**config.mk**
```make
export PLATFORM = sky130hd
export DESIGN_NAME = bg_text_line_fetcher
export DESIGN_NICKNAME = d
export VERILOG_FILES = /design/src/rtl/bg_text_line_fetcher.sv
export SDC_FILE = /design/constraint.sdc
export NUM_CORES = 1
export LEC_CHECK = 0
export ABC_CLOCK_PERIOD_IN_PS = 3650
export CAP_MARGIN = 10
export CORE_ASPECT_RATIO = 1.75
export CORE_UTILIZATION = 45
export CTS_BUF_LIST = sky130_fd_sc_hd__clkbuf_4 sky130_fd_sc_hd__clkbuf_8
export DETAILED_ROUTE_END_ITERATION = 8
export DONT_BUFFER_PORTS = 1
export HOLD_SLACK_MARGIN = 0.03
export PLACE_DENSITY = 0.65
export SYNTH_ARGS = -nofsm -noshare
export SYNTH_HDL_FRONTEND = slang
export SYNTH_SLANG_ARGS = --single-unit
```
**constraint.sdc**
```tcl
create_clock -name clock -period 3.65 [get_ports clock]
set_input_delay 0.365 -clock clock [delete_from_list [all_inputs] [get_ports clock]]
set_output_delay 0.365 -clock clock [all_outputs]
set_load 0.01 [all_outputs]
```
**src/rtl/bg_text_line_fetcher.sv**
```systemverilog
// Text-mode BG scanline fetcher: walks visible tiles, reads map entries and
// character rows from VRAM, and streams SCREEN_W palette indices to the line buffer.
module bg_text_line_fetcher #(
  parameter int SCREEN_W = 240,
  parameter int MAX_WAIT = 0
) (
  input  logic        clock,
  input  logic        reset_N,
  input  logic        start,
  input  logic [7:0]  line_y,
  input  logic [8:0]  scroll_x,
  input  logic [8:0]  scroll_y,
  input  logic [4:0]  screenbase,
  input  logic [1:0]  charbase,
  input  logic        palettemode,
  input  logic [1:0]  screensize,
  output logic        vram_req,
  output logic [15:0] vram_addr,
  input  logic        vram_ack,
  input  logic [15:0] vram_rdata,
  output logic        pix_we,
  output logic [7:0]  pix_x,
  output logic [7:0]  pix_data,
  output logic        busy,
  output logic        line_done
);

  typedef enum logic [2:0] {S_IDLE, S_MAP, S_CHAR, S_EMIT, S_DONE} state_t;

  // MAX_WAIT is reserved: the handshake waits for vram_ack indefinitely.
  if (MAX_WAIT != 0) begin : g_max_wait_reserved
  end

  state_t      state_q, state_d;
  logic [5:0]  scx_q, scx_d;
  logic [2:0]  fx_q, fx_d;
  logic [8:0]  sy_q, sy_d;
  logic [4:0]  sbase_q, sbase_d;
  logic [1:0]  cbase_q, cbase_d;
  logic        pal_q, pal_d;
  logic [1:0]  size_q, size_d;
  logic [4:0]  tile_q, tile_d;
  logic [9:0]  name_q, name_d;
  logic        hflip_q, hflip_d;
  logic        vflip_q, vflip_d;
  logic [3:0]  palbank_q, palbank_d;
  logic [1:0]  k_q, k_d;
  logic [63:0] row_q, row_d;
  logic [2:0]  p_q, p_d;
  logic [7:0]  cnt_q, cnt_d;
  logic        vram_req_q, vram_req_d;
  logic [15:0] vram_addr_q, vram_addr_d;
  logic        pix_we_q, pix_we_d;
  logic [7:0]  pix_x_q, pix_x_d;
  logic [7:0]  pix_data_q, pix_data_d;
  logic        busy_q, busy_d;
  logic        line_done_q, line_done_d;

  logic [5:0]  tx, ty;
  logic [1:0]  sbb;
  logic [15:0] map_addr, char_base;
  logic [2:0]  row_r, col;
  logic [3:0]  nib;
  logic [7:0]  pix_val;
  logic [1:0]  k_last;

  always_comb begin
    tx = scx_q + {1'b0, tile_q};
    ty = sy_q[8:3];
    case (size_q)
      2'd1:    sbb = {1'b0, tx[5]};
      2'd2:    sbb = {1'b0, ty[5]};
      2'd3:    sbb = {ty[5], tx[5]};
      default: sbb = 2'b00;
    endcase
    map_addr = {sbase_q, 11'd0} + {3'd0, sbb, 11'd0} + {5'd0, ty[4:0], tx[4:0], 1'b0};
    row_r = vflip_q ? ~sy_q[2:0] : sy_q[2:0];
    if (pal_q) char_base = {cbase_q, 14'd0} + {name_q, 6'd0} + {10'd0, row_r, 3'd0};
    else       char_base = {cbase_q, 14'd0} + {1'b0, name_q, 5'd0} + {11'd0, row_r, 2'd0};
    k_last = pal_q ? 2'd3 : 2'd1;
    col = hflip_q ? ~p_q : p_q;
    nib = row_q[{1'b0, col, 2'b00} +: 4];
    if (pal_q) pix_val = row_q[{col, 3'b000} +: 8];
    else       pix_val = (nib == 4'd0) ? 8'd0 : {palbank_q, nib};
  end

  always_comb begin
    state_d     = state_q;
    scx_d       = scx_q;
    fx_d        = fx_q;
    sy_d        = sy_q;
    sbase_d     = sbase_q;
    cbase_d     = cbase_q;
    pal_d       = pal_q;
    size_d      = size_q;
    tile_d      = tile_q;
    name_d      = name_q;
    hflip_d     = hflip_q;
    vflip_d     = vflip_q;
    palbank_d   = palbank_q;
    k_d         = k_q;
    row_d       = row_q;
    p_d         = p_q;
    cnt_d       = cnt_q;
    vram_req_d  = vram_req_q;
    vram_addr_d = vram_addr_q;
    pix_we_d    = 1'b0;
    pix_x_d     = pix_x_q;
    pix_data_d  = pix_data_q;
    busy_d      = busy_q;
    line_done_d = 1'b0;
    case (state_q)
      S_IDLE: begin
        // line_done_q is still high in the cycle after DONE, so a start there is dropped.
        if (start && !line_done_q) begin
          scx_d   = scroll_x[8:3];
          fx_d    = scroll_x[2:0];
          sy_d    = {1'b0, line_y} + scroll_y;
          sbase_d = screenbase;
          cbase_d = charbase;
          pal_d   = palettemode;
          size_d  = screensize;
          tile_d  = 5'd0;
          cnt_d   = 8'd0;
          busy_d  = 1'b1;
          state_d = S_MAP;
        end
      end
      S_MAP: begin
        if (!vram_req_q) begin
          vram_req_d  = 1'b1;
          vram_addr_d = map_addr;
        end else if (vram_ack) begin
          name_d     = vram_rdata[9:0];
          hflip_d    = vram_rdata[10];
          vflip_d    = vram_rdata[11];
          palbank_d  = vram_rdata[15:12];
          vram_req_d = 1'b0;
          k_d        = 2'd0;
          state_d    = S_CHAR;
        end
      end
      S_CHAR: begin
        if (!vram_req_q) begin
          vram_req_d  = 1'b1;
          vram_addr_d = char_base + {13'd0, k_q, 1'b0};
        end else if (vram_ack) begin
          row_d[{k_q, 4'b0000} +: 16] = vram_rdata;
          if (k_q == k_last) begin
            vram_req_d = 1'b0;
            p_d        = (tile_q == 5'd0) ? fx_q : 3'd0;
            state_d    = S_EMIT;
          end else begin
            k_d         = k_q + 2'd1;
            vram_addr_d = char_base + {13'd0, k_q + 2'd1, 1'b0};
          end
        end
      end
      S_EMIT: begin
        pix_we_d   = 1'b1;
        pix_x_d    = cnt_q;
        pix_data_d = pix_val;
        cnt_d      = cnt_q + 8'd1;
        p_d        = p_q + 3'd1;
        if (cnt_q == 8'(SCREEN_W - 1)) begin
          state_d = S_DONE;
        end else if (p_q == 3'd7) begin
          tile_d  = tile_q + 5'd1;
          state_d = S_MAP;
        end
      end
      S_DONE: begin
        line_done_d = 1'b1;
        busy_d      = 1'b0;
        state_d     = S_IDLE;
      end
      default: state_d = S_IDLE;
    endcase
  end

  always_ff @(posedge clock or negedge reset_N) begin
    if (!reset_N) begin
      state_q     <= S_IDLE;
      scx_q       <= '0;
      fx_q        <= '0;
      sy_q        <= '0;
      sbase_q     <= '0;
      cbase_q     <= '0;
      pal_q       <= 1'b0;
      size_q      <= '0;
      tile_q      <= '0;
      name_q      <= '0;
      hflip_q     <= 1'b0;
      vflip_q     <= 1'b0;
      palbank_q   <= '0;
      k_q         <= '0;
      row_q       <= '0;
      p_q         <= '0;
      cnt_q       <= '0;
      vram_req_q  <= 1'b0;
      vram_addr_q <= '0;
      pix_we_q    <= 1'b0;
      pix_x_q     <= '0;
      pix_data_q  <= '0;
      busy_q      <= 1'b0;
      line_done_q <= 1'b0;
    end else begin
      state_q     <= state_d;
      scx_q       <= scx_d;
      fx_q        <= fx_d;
      sy_q        <= sy_d;
      sbase_q     <= sbase_d;
      cbase_q     <= cbase_d;
      pal_q       <= pal_d;
      size_q      <= size_d;
      tile_q      <= tile_d;
      name_q      <= name_d;
      hflip_q     <= hflip_d;
      vflip_q     <= vflip_d;
      palbank_q   <= palbank_d;
      k_q         <= k_d;
      row_q       <= row_d;
      p_q         <= p_d;
      cnt_q       <= cnt_d;
      vram_req_q  <= vram_req_d;
      vram_addr_q <= vram_addr_d;
      pix_we_q    <= pix_we_d;
      pix_x_q     <= pix_x_d;
      pix_data_q  <= pix_data_d;
      busy_q      <= busy_d;
      line_done_q <= line_done_d;
    end
  end

  assign vram_req  = vram_req_q;
  assign vram_addr = vram_addr_q;
  assign pix_we    = pix_we_q;
  assign pix_x     = pix_x_q;
  assign pix_data  = pix_data_q;
  assign busy      = busy_q;
  assign line_done = line_done_q;

endmodule

```
Word-level counts from Yosys, hierarchy flattened
Index checks and enable logic that the tools add are counted.
{"block": "op_classes", "n_addsub": 15, "eq_ne": 23, "n_shift": 4, "n_mux": 49, "n_bitwise": 2, "reduce_logical": 19}
{"cell": "2-to-1 mux 16 bit", "count": 5}
{"cell": "bitwise mux 64 bit", "count": 1}
{"cell": "variable shift 16 x 8 -> 64 bit (first input constant)", "count": 1}
{"cell": "indexed part select 16 x 8 -> 64 bit", "count": 1}
{"cell": "indexed part select 64 x 6 -> 4 bit", "count": 1}
{"cell": "indexed part select 64 x 7 -> 8 bit", "count": 1}
{"cell": "2-to-1 mux 3 bit", "count": 14}
{"cell": "adder 16 x 3 -> 16 bit", "count": 2}
{"cell": "one-hot mux 16 bit (2 select lines)", "count": 1}
{"cell": "2-to-1 mux 8 bit", "count": 3}
{"cell": "inequality test 2 bit (second input constant)", "count": 10}
{"cell": "adder 16 x 11 -> 16 bit", "count": 1}
{"cell": "adder 16 x 13 -> 16 bit", "count": 1}
{"cell": "adder 16 x 15 -> 16 bit", "count": 1}
{"cell": "adder 16 bit", "count": 1}
{"cell": "adder 16 x 5 -> 16 bit", "count": 1}
{"cell": "adder 16 x 6 -> 16 bit", "count": 1}
{"cell": "one-hot mux 8 bit (2 select lines)", "count": 1}
{"cell": "2-to-1 mux 5 bit", "count": 3}
{"cell": "2-to-1 mux 2 bit", "count": 6}
{"cell": "one-hot mux 3 bit (4 select lines)", "count": 1}
{"cell": "AND reduction 4 bit", "count": 3}
{"cell": "one-hot mux 5 bit (2 select lines)", "count": 1}
{"cell": "adder 8 x 9 -> 9 bit", "count": 1}
{"cell": "30 further kinds", "count": 50}
{"block": "word_totals", "ff_bits": 165, "inputBits": 56}

Longest topological paths before layout
Gate-level depths: netlist of the first run.
{"block": "depth", "depth_word": 9, "mapped_depth": 14}

Least setup slack after synthesis of the first run
Ideal clock, no wire load.
{"block": "synth_path", "path_kind": "register to register", "from": "reg tile_q[1]", "to": "reg vram_addr_q[15] (netlist: vram_addr[15])", "setup_time_ns": 0.083, "arrival_time_ns": 2.801, "t_required_ns": 3.567, "setup_slack_ns": 0.766, "path_stages_with_launch": 15, "synth_period_minus_slack_ns": 2.884, "path_cell_list": "dfrtp_1 ha_1 a21o_1 a21oi_1 o21bai_1 a21oi_1 xor2_1 mux2i_1 ha_1 inv_1 fa_1 or3_1 a21oi_1 a21oi_1 o21ai_0"}
{"block": "synth_between", "elab_chain_len": 6}
{"element": "from (decl)", "line_no": "42", "text": "logic [4:0] tile_q, tile_d;"}
{"element": "from (signal assigned)", "line_no": "216", "text": "tile_q <= tile_d;"}
{"element": "adder 6 x 5 -> 6 bit *", "line_no": "68", "text": "tx = scx_q + {1'b0, tile_q};"}
{"element": "one-hot mux 2 bit (3 select lines)", "line_no": "70", "text": "case (size_q)"}
{"element": "adder 16 x 13 -> 16 bit", "line_no": "76", "text": "map_addr = {sbase_q, 11'd0} + {3'd0, sbb, 11'd0} + {5'd0, ty[4:0], tx[4:0], 1'b0};"}
{"element": "adder 16 x 11 -> 16 bit *", "line_no": "76"}
{"element": "2-to-1 mux 16 bit *", "line_no": "130", "text": "if (!vram_req_q) begin"}
{"element": "one-hot mux 16 bit (2 select lines) *", "line_no": "112", "text": "case (state_q)"}
{"element": "to (signal assigned)", "line_no": "226", "text": "vram_addr_q <= vram_addr_d;"}
{"element": "to (decl)", "line_no": "52", "text": "logic [15:0] vram_addr_q, vram_addr_d;"}
Every way passes the cells marked *; elsewhere a longest branch is shown, timed or not. The select of a mux whose other input is x is not followed.
A chain may end at the register's enable or synchronous reset.

Worst setup path in the final report of the first run
Ends and elaborated chain as after synthesis.

==> metrics.md, run 1 <==
| Metric | Value |
|---|---|
| Crit path arrival time | `3480 ps` |
| # hold bufs at CTS | `35` |
| CTS sink count | `between 150 and 200` |
| Synthesis-to-finish area growth | `10.6%` |
| Area contributors post-synth | `dfrtp_1 43%, nand2_1 11%, o21ai_0 6.3%` |
| Min-Delay Path Class | `primary input to asynchronous set/reset pin` |
| Slew HR | `around a third` |
| Drt total wl | `25700 um` |
| Die extent in y | `just under 200 um` |
| Reg clk slew, reported paths | `around 90 ps` |
| Largest net degree at the start of global routing | `between 150 and 200` |
| Worst Max-Slew Pin Slew | `1030 ps` |
| Count of cell types in the netlist | `67` |
| Avg Cell Area, Syn | `roughly 9.1 um^2` |
| Layout cells sized above 1 | `about 10%` |
| Synth area leader | `dfrtp_1` |
| Final critical-path share of the clock period | `between 80% and 90%` |
| Residual DRC | `1` |
| Crit-path max cell delay | `470 ps` |
| Die area | `between 20000 and 25000 um^2` |
| Post-synth top area share | `43.3%` |
| R2R depth | `14` |
| CP max FO | `7` |
| CP Data Required Time | `4040 ps` |
| First-pass GRT wire length | `between 40000 and 50000 um` |
| Hold Vio Cnt, Final | `roughly 160` |
| Failing checks | `design-rule violations, negative hold slack` |
| Post-synth EDFFs | `0` |
| Total negative slack | `0 ps` |
| Vias in the first global route | `7854` |
| Setup violations, final | `0` |
| Cell row count | `69` |
| HPWL after detailed placement | `~18000 um` |
| Crit Path Class | `flip-flop to flip-flop` |
| Worst path slowest cell | `dfrtp_1` |
| Worst path bufs/invs | `1` |
| VDD IR max | `about 400 uV` |
| Crit path top cell by count | `a21oi_1` |
| Vias per cell | `5.80` |
| Total number of H-tree levels | `4` |
| Vias | `roughly 7600` |
| Flop-to-flop setup slack | `around 560 ps` |
| CTS buffer count | `17` |
| Pwr/cell area | `about 840 nW/um^2` |
| Yosys warns | `0` |
| RSZ-0062 raised after global routing | `no` |
| Final ANT Viol Nets | `0` |
| Clock Tree Buf Depth | `2` |
| Core area | `between 20000 and 25000 um^2` |
| Mapped Area | `between 9000 and 10000 um^2` |
| Highest Clock Rate | `approximately 0.32 GHz` |
| Post-Syn Nets | `1126` |
| Flops & latches, synth | `164` |
| CTS tree | `yes` |
| Cells after synthesis | `approximately 1000` |
| Critical R2R Capture | `vram_addr[15]$_DFFE_PN0P_` |
| LEAKAGE | `4.62 nW` |
| Nets | `roughly 1100` |
| CP top delay family | `compound AO/OA/AOI/OAI gates` |
| Gr usage total | `25.2%` |
| Crit start category | `flip-flop` |
| Dpl cells | `around 1200` |
| Final cell count without fillers | `approximately 1300` |
| Grt ovf | `0` |
| Ys flop type | `dfrtp_1` |
| Gp weighted congestion | `0.901` |
| Critical path endpoint category | `flip-flop` |
| Root Buffer | `clkbuf_8` |
| Initial antenna violation count | `1` |
| Final Max Slew Viols | `0` |
| WL/cell | `19.6 um` |
| Worst path cell trace | `ha_1 -> a21o_1 -> a21oi_1 -> o21bai_1 -> a21oi_1 -> xor2_1 -> mux2i_1 -> ha_1 -> inv_1 -> fa_1 -> or3_1 -> a21oi_1 -> a21oi_1 -> o21ai_0` |
| Drt pass-1 iters | `7` |
| Seq/Total Area, Yosys | `between 40% and 50%` |
| Tmin final | `3090 ps` |
| Die width | `about 110 um` |
| I/O Buffers | `0` |
| Post-synth ARST share | `100%` |
| 1st-iter DRT viols | `about 290` |
| Clk_skew | `between 10 and 15 ps` |
| Status | `finished, violations left` |
| R2r startpoint | `tile_q[1]$_DFFE_PN0P_` |
| Clk Latency, worst-skew pair | `between 400 and 500 ps` |
| Starting Density | `~46%` |
| Maximum Capacitance Violations | `0` |
| Worst hold slack | `-407 ps` |
| I/O Pins | `slightly above 90` |
Yosys cell counts (all sizes together) (13+ instances only):
library cell	number
a21oi	40
buf	23
clkbuf	40
dfrtp	164
ha	29
inv	23
mux2	35
mux2i	28
mux4	19
nand2	275
nand3	13
nor2	38
nor3	13
o21ai	121
xnor2	19
xor2	14
registers in the layout, indices dropped and copies added, names as in the netlist, 6 cells and up:
register and count:
cnt_q 8, name_q 10, pix_data 8, pix_x 8, row_q 64, scx_q 6, sy_q 9, vram_addr 15
worst register-to-register path: stages, from the launching register on:
cell,delay (ps)
dfrtp_1,470
ha_1,310
a21o_1,180
a21oi_1,210
o21bai_1,90
a21oi_1,170
xor2_1,90
mux2i_1,150
ha_1,180
inv_1,50
fa_1,400
or3_1,380
a21oi_1,150
a21oi_1,50
o21ai_0,140
per-layer routing:
| layer | vias up | routed length [um] | global-route usage [%] |
|---|---|---|---|
| met5 | - | 0 | 0 |
| met4 | 0 | 1570 | 16.6 |
| met3 | 61 | 954 | 4.47 |
| met2 | 183 | 13600 | 44.6 |
| met1 | 3709 | 9540 | 27.4 |
| li1 | 3656 | - | - |
area by class of cell:
| class | count | area, um^2 |
|---|---|---|
| antenna | 2 | 5.00 |
| clock buffer | 21 | 277 |
| clock inverter | 11 | 198 |
| fill | 1909 | 9970 |
| inverter | 24 | 90.1 |
| multi-input combinational | 787 | 5000 |
| sequential | 164 | 4100 |
| tap | 248 | 310 |
| timing repair buffer | 55 | 513 |
repair_timing:
item / 4_1_cts / 5_1_grt
buffers inserted: 0 / 0
hold endpoints to repair: 246 / 164
gates resized for setup: 0 / 0
cell families after synthesis:
| kind of cell | after synthesis | synth area share (%) |
|---|---|---|
| mux | 82 | 11.6 |
| xor+xnor | 33 | 3.05 |
| fa+ha+maj | 32 | 4.46 |
| flops | 164 | 43.3 |
| buf+inv | 87 | 4.21 |
| compound gates | 238 | 15.0 |
| other cells | 1 | 0.0395 |
| simple gates | 401 | 18.3 |
power by group:
group / internal, mW / switching, mW / total, mW / leakage, nW
sequential: 2.41 / 0.831 / 3.24 / 2.14
combinational: 1.75 / 2.31 / 4.06 / 2.25
clock: 0.872 / 0.690 / 1.56 / 0.238
total: 5.03 / 3.83 / 8.86 / 4.62
worst max-delay path by stage:
stage / start / endpoint / slack [ps] / cells after the start
after floorplan: tile_q[1]$_DFFE_PN0P_ / vram_addr[15]$_DFFE_PN0P_ / 770 / 14
after global placement: tile_q[1]$_DFFE_PN0P_ / vram_addr[15]$_DFFE_PN0P_ / 580 / 14
after detailed placement: tile_q[1]$_DFFE_PN0P_ / vram_addr[15]$_DFFE_PN0P_ / 520 / 14
after CTS: tile_q[1]$_DFFE_PN0P_ / vram_addr[15]$_DFFE_PN0P_ / 550 / 14
after global routing: tile_q[1]$_DFFE_PN0P_ / vram_addr[15]$_DFFE_PN0P_ / 320 / 14
final: tile_q[1]$_DFFE_PN0P_ / vram_addr[15]$_DFFE_PN0P_ / 560 / 14
through the flow:
step	util, %	area, um^2	hold WS (ps)	setup slack, ps	power (mW)
6_report	51.3	10500	-407	561	8.86
3_3_place_gp	47.2	9660	73.7	581	7.21
5_1_grt	51.3	10500	-438	315	9.57
3_5_place_dp	47.2	9660	73.4	525	7.31
2_1_floorplan	-	9480	69.4	766	6.20
4_1_cts	51.3	10500	-440	555	8.94
layout by cell type, fill, tap and decap left out, types with 19 or more instances in the layout:
| master | Yosys | layout |
|---|---|---|
| inv_1 | 23 | 23 |
| ha_1 | 29 | 29 |
| mux2i_1 | 28 | 28 |
| buf_4 | 2 | 19 |
| o21ai_0 | 120 | 120 |
| a21oi_1 | 39 | 38 |
| dfrtp_1 | 164 | 164 |
| xnor2_1 | 19 | 19 |
| nand2_1 | 274 | 274 |
| clkbuf_8 | 0 | 19 |
| mux2_2 | 30 | 30 |
| nor2_1 | 38 | 38 |
| dlygate4sd3_1 | 0 | 35 |
| mux4_2 | 19 | 19 |
Note: power is estimated with default switching activity, not from simulation.
==> run 2: changes to the inputs <==
ABC_AREA = 1   (was unset)
ABC_CLOCK_PERIOD_IN_PS = 3250   (was 3650)
clock period = 3.25 ns   (was 3.65 ns; I/O delays follow)
==> metrics.md, run 2 <==
| Metric | Value |
|---|---|
| Crit start category | `flip-flop` |
| Setup violations, final | `0 (unchanged)` |
| Grt ovf | `0 (unchanged)` |
| Crit-path max cell delay | `460 ps (about the same)` |
| Worst path slowest cell | `dfrtp_1` |
| Most frequent cells in the layout | `331 x nand2_1, 164 x dfrtp_1, 147 x nand3_1` |
| Hold Vio Cnt, Final | `164 (unchanged)` |
| Vias per cell | `5.49 (-5.3%)` |
| Layout cells sized above 1 | `6.67% (-3.6 points)` |
| Final critical-path share of the clock period | `89.6% (+5.0 points)` |
| Post-Syn Nets | `1306 (+16%)` |
| Buffer count from post-CTS setup fixing | `0 (unchanged)` |
| Nets | `1320 (+16%)` |
| Largest register by flop count | `row_q` |
| Commonest cells post-synth | `331 x nand2_1, 164 x dfrtp_1, 147 x nand3_1` |
| Maximum Capacitance Violations | `0 (unchanged)` |
| Post-synth top area share | `44.4% (+1.1 points)` |
| Die extent in y | `192 um (-1.2%)` |
| Min-Delay Path Class | `primary input to asynchronous set/reset pin` |
| Cells after synthesis | `1218 (+17%)` |
| 1st-iter DRT viols | `437 (+52%)` |
| Clock Tree Buf Depth | `2 (unchanged)` |
| LEAKAGE | `5.10 nW (+10%)` |
| Initial antenna violation count | `0 (-1)` |
| Max reg flops | `64 (unchanged)` |
| # hold bufs at CTS | `37 (+5.7%)` |
| Avg Cell Area, Syn | `7.60 um^2 (-17%)` |
| Die area | `21200 um^2 (-2.4%)` |
| Mapped Area | `9250 um^2 (-2.4%)` |
| Core area | `20200 um^2 (-1.3%)` |
| Vias in the first global route | `7715 (-1.8%)` |
| Worst path bufs/invs | `1 (unchanged)` |
| Commonest non-fill, non-tap cell in the layout | `nand2_1` |
| Cell row count | `69 (unchanged)` |
| VDD IR max | `667 uV (+66%)` |
| Die width | `110 um (-1.2%)` |
| Flops & latches, synth | `164 (unchanged)` |
| Final ANT Viol Nets | `0 (unchanged)` |
| Final cell count without fillers | `1493 (+14%)` |
| Clk Latency, worst-skew pair | `480 ps (+20 ps)` |
| Worst hold slack | `-465 ps (-57.6 ps)` |
| Residual DRC | `0 (-1)` |
| Worst path cell trace | `ha_1 -> nand3_1 -> nand3_1 -> nand2_1 -> nand2_1 -> a21oi_1 -> xor2_1 -> a21oi_1 -> ha_1 -> inv_1 -> fa_1 -> nor2_1 -> nand2_1 -> o21ai_0 -> a21oi_1 -> nor2_1 -> a21boi_1` |
| Power, Total | `10.2 mW (+15%)` |
| CTS buffer count | `17 (unchanged)` |
| I/O Pins | `92 (unchanged)` |
| Root Buffer | `clkbuf_8` |
| RSZ-0062 raised after global routing | `no` |
| Slew HR | `32.1% (+0.68 points)` |
| Gr usage total | `26.4% (+1.2 points)` |
| CTS tree | `yes` |
| CP Data Required Time | `3610 ps (-430 ps)` |
| Post-synth EDFFs | `0 (unchanged)` |
| Crit Path Class | `flip-flop to flip-flop` |
| Starting Density | `45.8% (-0.55 points)` |
| Crit path arrival time | `3270 ps (-210 ps)` |
| Vias | `8203 (+7.8%)` |
| Final design instance area without fill | `10200 um^2 (-2.5%)` |
| Clk_skew | `18.4 ps (+7.56 ps)` |
| Drt total wl | `26400 um (+2.9%)` |
| CP top delay family | `adder cells` |
| Highest Clock Rate | `0.343 GHz (+6.1%)` |
| Cts repair resizes | `0 (unchanged)` |
| Synth area leader | `dfrtp_1` |
| CTS sink count | `164 (unchanged)` |
| Pwr/cell area | `995 nW/um^2 (+18%)` |
| Status | `finished, violations left` |
| Yosys warns | `0 (unchanged)` |
| Seq/Total Area, Yosys | `44.4% (+1.1 points)` |
| Critical path endpoint category | `flip-flop` |
| Tmin final | `2910 ps (-178 ps)` |
| First-pass GRT wire length | `41500 um (-1.1%)` |
| Count of cell types in the netlist | `49 (-27%)` |
| Number of fill cells | `2027 (+6.2%)` |
| Dpl cells | `1424 (+15%)` |
| Synthesis-to-finish area growth | `10.5% (about the same)` |
| Area contributors post-synth | `dfrtp_1 44%, nand2_1 13%, nand3_1 8.0%` |
| Failing checks | `negative hold slack` |
| Drt pass-1 iters | `5 (-2)` |
| HPWL after detailed placement | `18100 um (+0.73%)` |
| Largest net degree at the start of global routing | `165 (unchanged)` |
| Worst Max-Slew Pin Slew | `1020 ps (-10.2 ps)` |
| Ys flop type | `dfrtp_1` |
| Gp weighted congestion | `0.899 (-0.22%)` |
| Total negative slack | `0 ps (unchanged)` |
| Final Max Slew Viols | `0 (unchanged)` |
| I/O Buffers | `0 (unchanged)` |
| CP max FO | `5 (-2)` |
| Reg clk slew, reported paths | `100 ps (about the same)` |
| Total number of H-tree levels | `4 (unchanged)` |
| Post-synth ARST share | `100% (unchanged)` |
| Placement-stage cell area | `9390 um^2 (-2.8%)` |
| WL/cell | `17.7 um (-9.6%)` |
| Top-count cell post-synth | `nand2_1` |
==> run 2: cell types whose count changed after synthesis, sizes merged, moves of 19 or more <==
cell | previous run | this run
mux2i | 28 | 0
mux4 | 19 | 0
inv | 23 | 126
mux2 | 35 | 2
nand3 | 13 | 150
clkbuf | 40 | 21
nand2 | 275 | 337
nor2 | 38 | 75
==> run 2: final timing paths <==
path,startpoint,endpoint,slack (ps),depth (start not counted)
max,tile_q[2]$_DFFE_PN0P_,vram_addr[15]$_DFFE_PN0P_,340,17
min,reset_N,pix_data[4]$_DFFE_PN0P_,-460,0
max reg2reg,tile_q[2]$_DFFE_PN0P_,vram_addr[15]$_DFFE_PN0P_,340,17
max in group asynchronous,reset_N,row_q[34]$_DFFE_PN0P_,3350,0
min in group clock,vram_rdata[15],palbank_q[3]$_DFFE_PN0P_,90,2
min reg2reg,sy_q[5]$_DFFE_PN0P_,sy_q[5]$_DFFE_PN0P_,490,2
==> run 2: cells by family (layout without fill, tap and decap cells) <==
| family | Yosys count | after routing | synth area share, % |
|---|---|---|---|
| AOI/OAI and AO/OA | 216 | 216 | 12.7 |
| and+or+nand+nor | 600 | 600 | 28.1 |
| adders and majority gates | 32 | 32 | 4.57 |
| muxes | 2 | 2 | 0.243 |
| DFF | 164 | 164 | 44.4 |
| xor gates and xnor gates | 15 | 15 | 1.50 |
| other | 1 | 2 | 0.0405 |
| buffers and inverters | 188 | 214 | 8.51 |
==> run 2: layout make-up <==
type,instances,area (um^2),area share [%]
Multi-Input combinational cell,866,4360,42.6
Antenna cell,1,2.50,0.0245
Inverter,128,483,4.72
Clock buffer,22,284,2.78
Clock inverter,9,176,1.72
Sequential cell,164,4100,40.1
Tap cell,248,310,3.03
Timing Repair Buffer,55,505,4.94
==> run 2: through the flow <==
stage	util [%]	hold WS (ps)	worst slack, ps
2_1_floorplan	-	29.4	687
3_3_place_gp	46.5	36.5	370
3_5_place_dp	46.5	36.2	351
4_1_cts	50.6	-493	337
5_1_grt	50.6	-495	90.8
6_report	50.6	-465	338
==> run 2: where the power goes <==
| part | internal [mW] | switching [mW] | total (mW) |
|---|---|---|---|
| sequential | 2.82 | 0.641 | 3.46 |
| combinational | 1.59 | 3.39 | 4.98 |
| clock | 0.976 | 0.756 | 1.73 |
| total | 5.39 | 4.79 | 10.2 |
==> run 2: worst reg2reg max path, cell delays in order, from the launching register on <==
cell,delay (ps)
dfrtp_1,460
ha_1,360
nand3_1,120
nand3_1,70
nand2_1,80
nand2_1,50
a21oi_1,160
xor2_1,90
a21oi_1,200
ha_1,210
inv_1,50
fa_1,400
nor2_1,120
nand2_1,70
o21ai_0,140
a21oi_1,60
nor2_1,100
a21boi_1,70
==> run 2: routing by layer <==
layer / GRT usage, % / routed length [um] / share of wire (%)
met1: 30.2 / 10100 / 38
met2: 45.6 / 13600 / 51
met3: 5.09 / 1400 / 5.3
met4: 14.0 / 1340 / 5.1
met5: 0 / 0 / 0
==> run 3: changes to the inputs <==
ABC_AREA = unset   (was 1)
==> metrics.md, run 3 (same netlist as run 1, synthesis figures left out) <==
| Metric | Value |
|---|---|
| Setup violations, final | `0 (unchanged)` |
| GR Layer Usage met1 | `26.4% (-3.8 points)` |
| R2R depth | `14 (-3)` |
| Crit path top cell by count | `a21oi_1` |
| Drt total wl | `25300 um (-4.1%)` |
| RSZ-0062 raised after global routing | `no` |
| Worst path bufs/invs | `1 (unchanged)` |
| Critical path capture point | `vram_addr[15]$_DFFE_PN0P_` |
| Largest register by flop count | `row_q` |
| CP max FO | `3 (-2)` |
| WL/cell | `19.2 um (+8.4%)` |
| Nets | `1148 (-13%)` |
| CP Data Required Time | `3640 ps (+30 ps)` |
| Grt peak-use layer | `met2` |
| Drt pass-1 iters | `6 (+1)` |
| Maximum Capacitance Violations | `0 (unchanged)` |
| Reg clk slew, reported paths | `90 ps (about the same)` |
| CP top delay family | `compound AO/OA/AOI/OAI gates` |
| Clk_skew | `13.9 ps (-4.53 ps)` |
| Crit path arrival time | `3400 ps (+130 ps)` |
| HPWL after detailed placement | `18200 um (+0.55%)` |
| Grt ovf | `0 (unchanged)` |
| CTS buffer count | `17 (unchanged)` |
| Crit-path max cell delay | `410 ps (-50 ps)` |
| CTS sink count | `164 (unchanged)` |
| Clk Latency, worst-skew pair | `470 ps (about the same)` |
| Clock Tree Buf Depth | `2 (unchanged)` |
| 1st-iter DRT viols | `269 (-38%)` |
| Placement-stage cell area | `9750 um^2 (+3.8%)` |
| Final ANT Viol Nets | `0 (unchanged)` |
| Critical R2R Capture | `vram_addr[15]$_DFFE_PN0P_` |
| Flop-to-flop setup slack | `240 ps (-100 ps)` |
| LEAKAGE | `4.64 nW (-9.1%)` |
| Cell count along the critical path | `14 (-3)` |
| Total negative slack | `0 ps (unchanged)` |
| First-pass GRT wire length | `41400 um (-0.32%)` |
| Largest net degree at the start of global routing | `165 (unchanged)` |
| Cell row count | `69 (unchanged)` |
| Number of fill cells | `1887 (-6.9%)` |
| CTS tree | `yes` |
| Worst path cell trace | `ha_1 -> a21o_1 -> a21oi_2 -> o21bai_1 -> a21oi_1 -> xor2_1 -> mux2i_1 -> ha_1 -> inv_1 -> fa_1 -> or3_1 -> a21oi_1 -> a21oi_1 -> o21ai_0` |
| Hold Vio Cnt, Final | `164 (unchanged)` |
| Commonest non-fill, non-tap cell in the layout | `nand2_1` |
| Layout cells sized above 1 | `11.3% (+4.6 points)` |
| Failing checks | `design-rule violations, negative hold slack` |
| Vias | `7530 (-8.2%)` |
| Status | `finished, violations left` |
| Final design instance area without fill | `10500 um^2 (+2.9%)` |
| Die extent in y | `194 um (+1.2%)` |
| Pwr/cell area | `938 nW/um^2 (-5.7%)` |
| Critical path origin | `scx_q[1]$_DFFE_PN0P_` |
| GRT met2 Usage | `44.4% (-1.2 points)` |
| Crit Path Class | `flip-flop to flip-flop` |
| Crit start category | `flip-flop` |
| R2r startpoint | `scx_q[1]$_DFFE_PN0P_` |
| VDD IR max | `544 uV (-18%)` |
| Die width | `112 um (+1.2%)` |
| Die area | `21700 um^2 (+2.5%)` |
| # hold bufs at CTS | `35 (-5.4%)` |
| N_diodes | `0 (-1)` |
| Max reg flops | `64 (unchanged)` |
| I/O Buffers | `0 (unchanged)` |
| Tmin final | `3010 ps (+99.3 ps)` |
| Worst hold slack | `-460 ps (+4.74 ps)` |
| Gp weighted congestion | `0.900 (about the same)` |
| Vias in the first global route | `7787 (+0.93%)` |
| Vias per cell | `5.70 (+3.7%)` |
| Final critical-path share of the clock period | `92.6% (+3.1 points)` |
| Residual DRC | `1 (+1)` |
| Synthesis-to-finish area growth | `10.9%` |
| Gr usage total | `24.8% (-1.6 points)` |
| Worst Max-Slew Pin Slew | `795 ps (-221 ps)` |
| Worst path slowest cell | `dfrtp_1` |
| I/O Pins | `92 (unchanged)` |
| Most frequent cells in the layout | `274 x nand2_1, 164 x dfrtp_1, 120 x o21ai_0` |
| Critical path endpoint category | `flip-flop` |
| Starting Density | `46.4% (+0.55 points)` |
| Met3 Usage GRT | `4.50% (-0.59 points)` |
| Final Max Slew Viols | `0 (unchanged)` |
| Total number of H-tree levels | `4 (unchanged)` |
| Root Buffer | `clkbuf_8` |
| Highest Clock Rate | `0.332 GHz (-3.3%)` |
| Min-Delay Path Class | `primary input to asynchronous set/reset pin` |
| Initial antenna violation count | `1 (+1)` |
| Core area | `20500 um^2 (+1.3%)` |
| Slew HR | `47.0% (+15 points)` |
run 3: area by class of cell:
| type | count | area [um^2] | area share [%] |
|---|---|---|---|
| clock buffer | 22 | 284 | 2.70 |
| clock inverter | 10 | 125 | 1.19 |
| inverter | 24 | 90.1 | 0.856 |
| multi-input combinational | 787 | 5000 | 47.5 |
| sequential | 164 | 4100 | 39.0 |
| tap | 248 | 310 | 2.95 |
| timing repair buffer | 66 | 608 | 5.78 |
run 3: through the flow:
| stage | power (mW) | std cells | hold WS (ps) | util, % | worst slack (ps) |
|---|---|---|---|---|---|
| detailed placement | 8.31 | 1253 | 33.1 | 47.7 | 119 |
| finish | 9.87 | 1321 | -460 | 51.4 | 239 |
| global placement | 8.21 | 1253 | 33.8 | 47.7 | 213 |
| floorplan | 6.96 | 1038 | 29.4 | - | 366 |
| CTS | 9.93 | 1320 | -497 | 51.4 | 128 |
| global route | 10.7 | 1321 | -503 | 51.4 | 10.9 |
run 3: what timing repair did:
item / CTS / global route
buffers inserted: 0 / 1
endpoints found under the setup margin: 0 / 1
resized for setup: 0 / 1
hold endpoints to repair: 263 / 164
run 3: worst min-delay path by stage:
stage,start,endpoint,cells after the start
floorplan,reset_N,busy$_DFFE_PN0P_,0
global placement,reset_N,vram_addr[9]$_DFFE_PN0P_,0
detailed placement,reset_N,vram_addr[9]$_DFFE_PN0P_,0
CTS,reset_N,vram_addr[9]$_DFFE_PN0P_,0
global route,reset_N,vram_addr[9]$_DFFE_PN0P_,0
finish,reset_N,vram_addr[9]$_DFFE_PN0P_,0
run 3: metal layers:
layer	part of all wire [%]	routed length [um]	vias up
li1	-	-	3661
met5	0	0	-
met1	37	9350	3618
met2	53	13300	184
met4	6.6	1670	0
met3	3.9	994	67
run 3: report_power, final:
part	internal, mW	total, mW	switching (mW)
sequential	2.70	3.61	0.908
combinational	2.06	4.72	2.66
clock	0.754	1.53	0.780
run 3: worst reg2reg max path, delay by kind of cell, from the launching register on:
family	cells	cell delay, ps
compound gates	7	970
flops	1	410
xor+xnor	1	90
fa+ha+maj	3	890
mux	1	150
buf+inv	1	50
simple gates	1	380
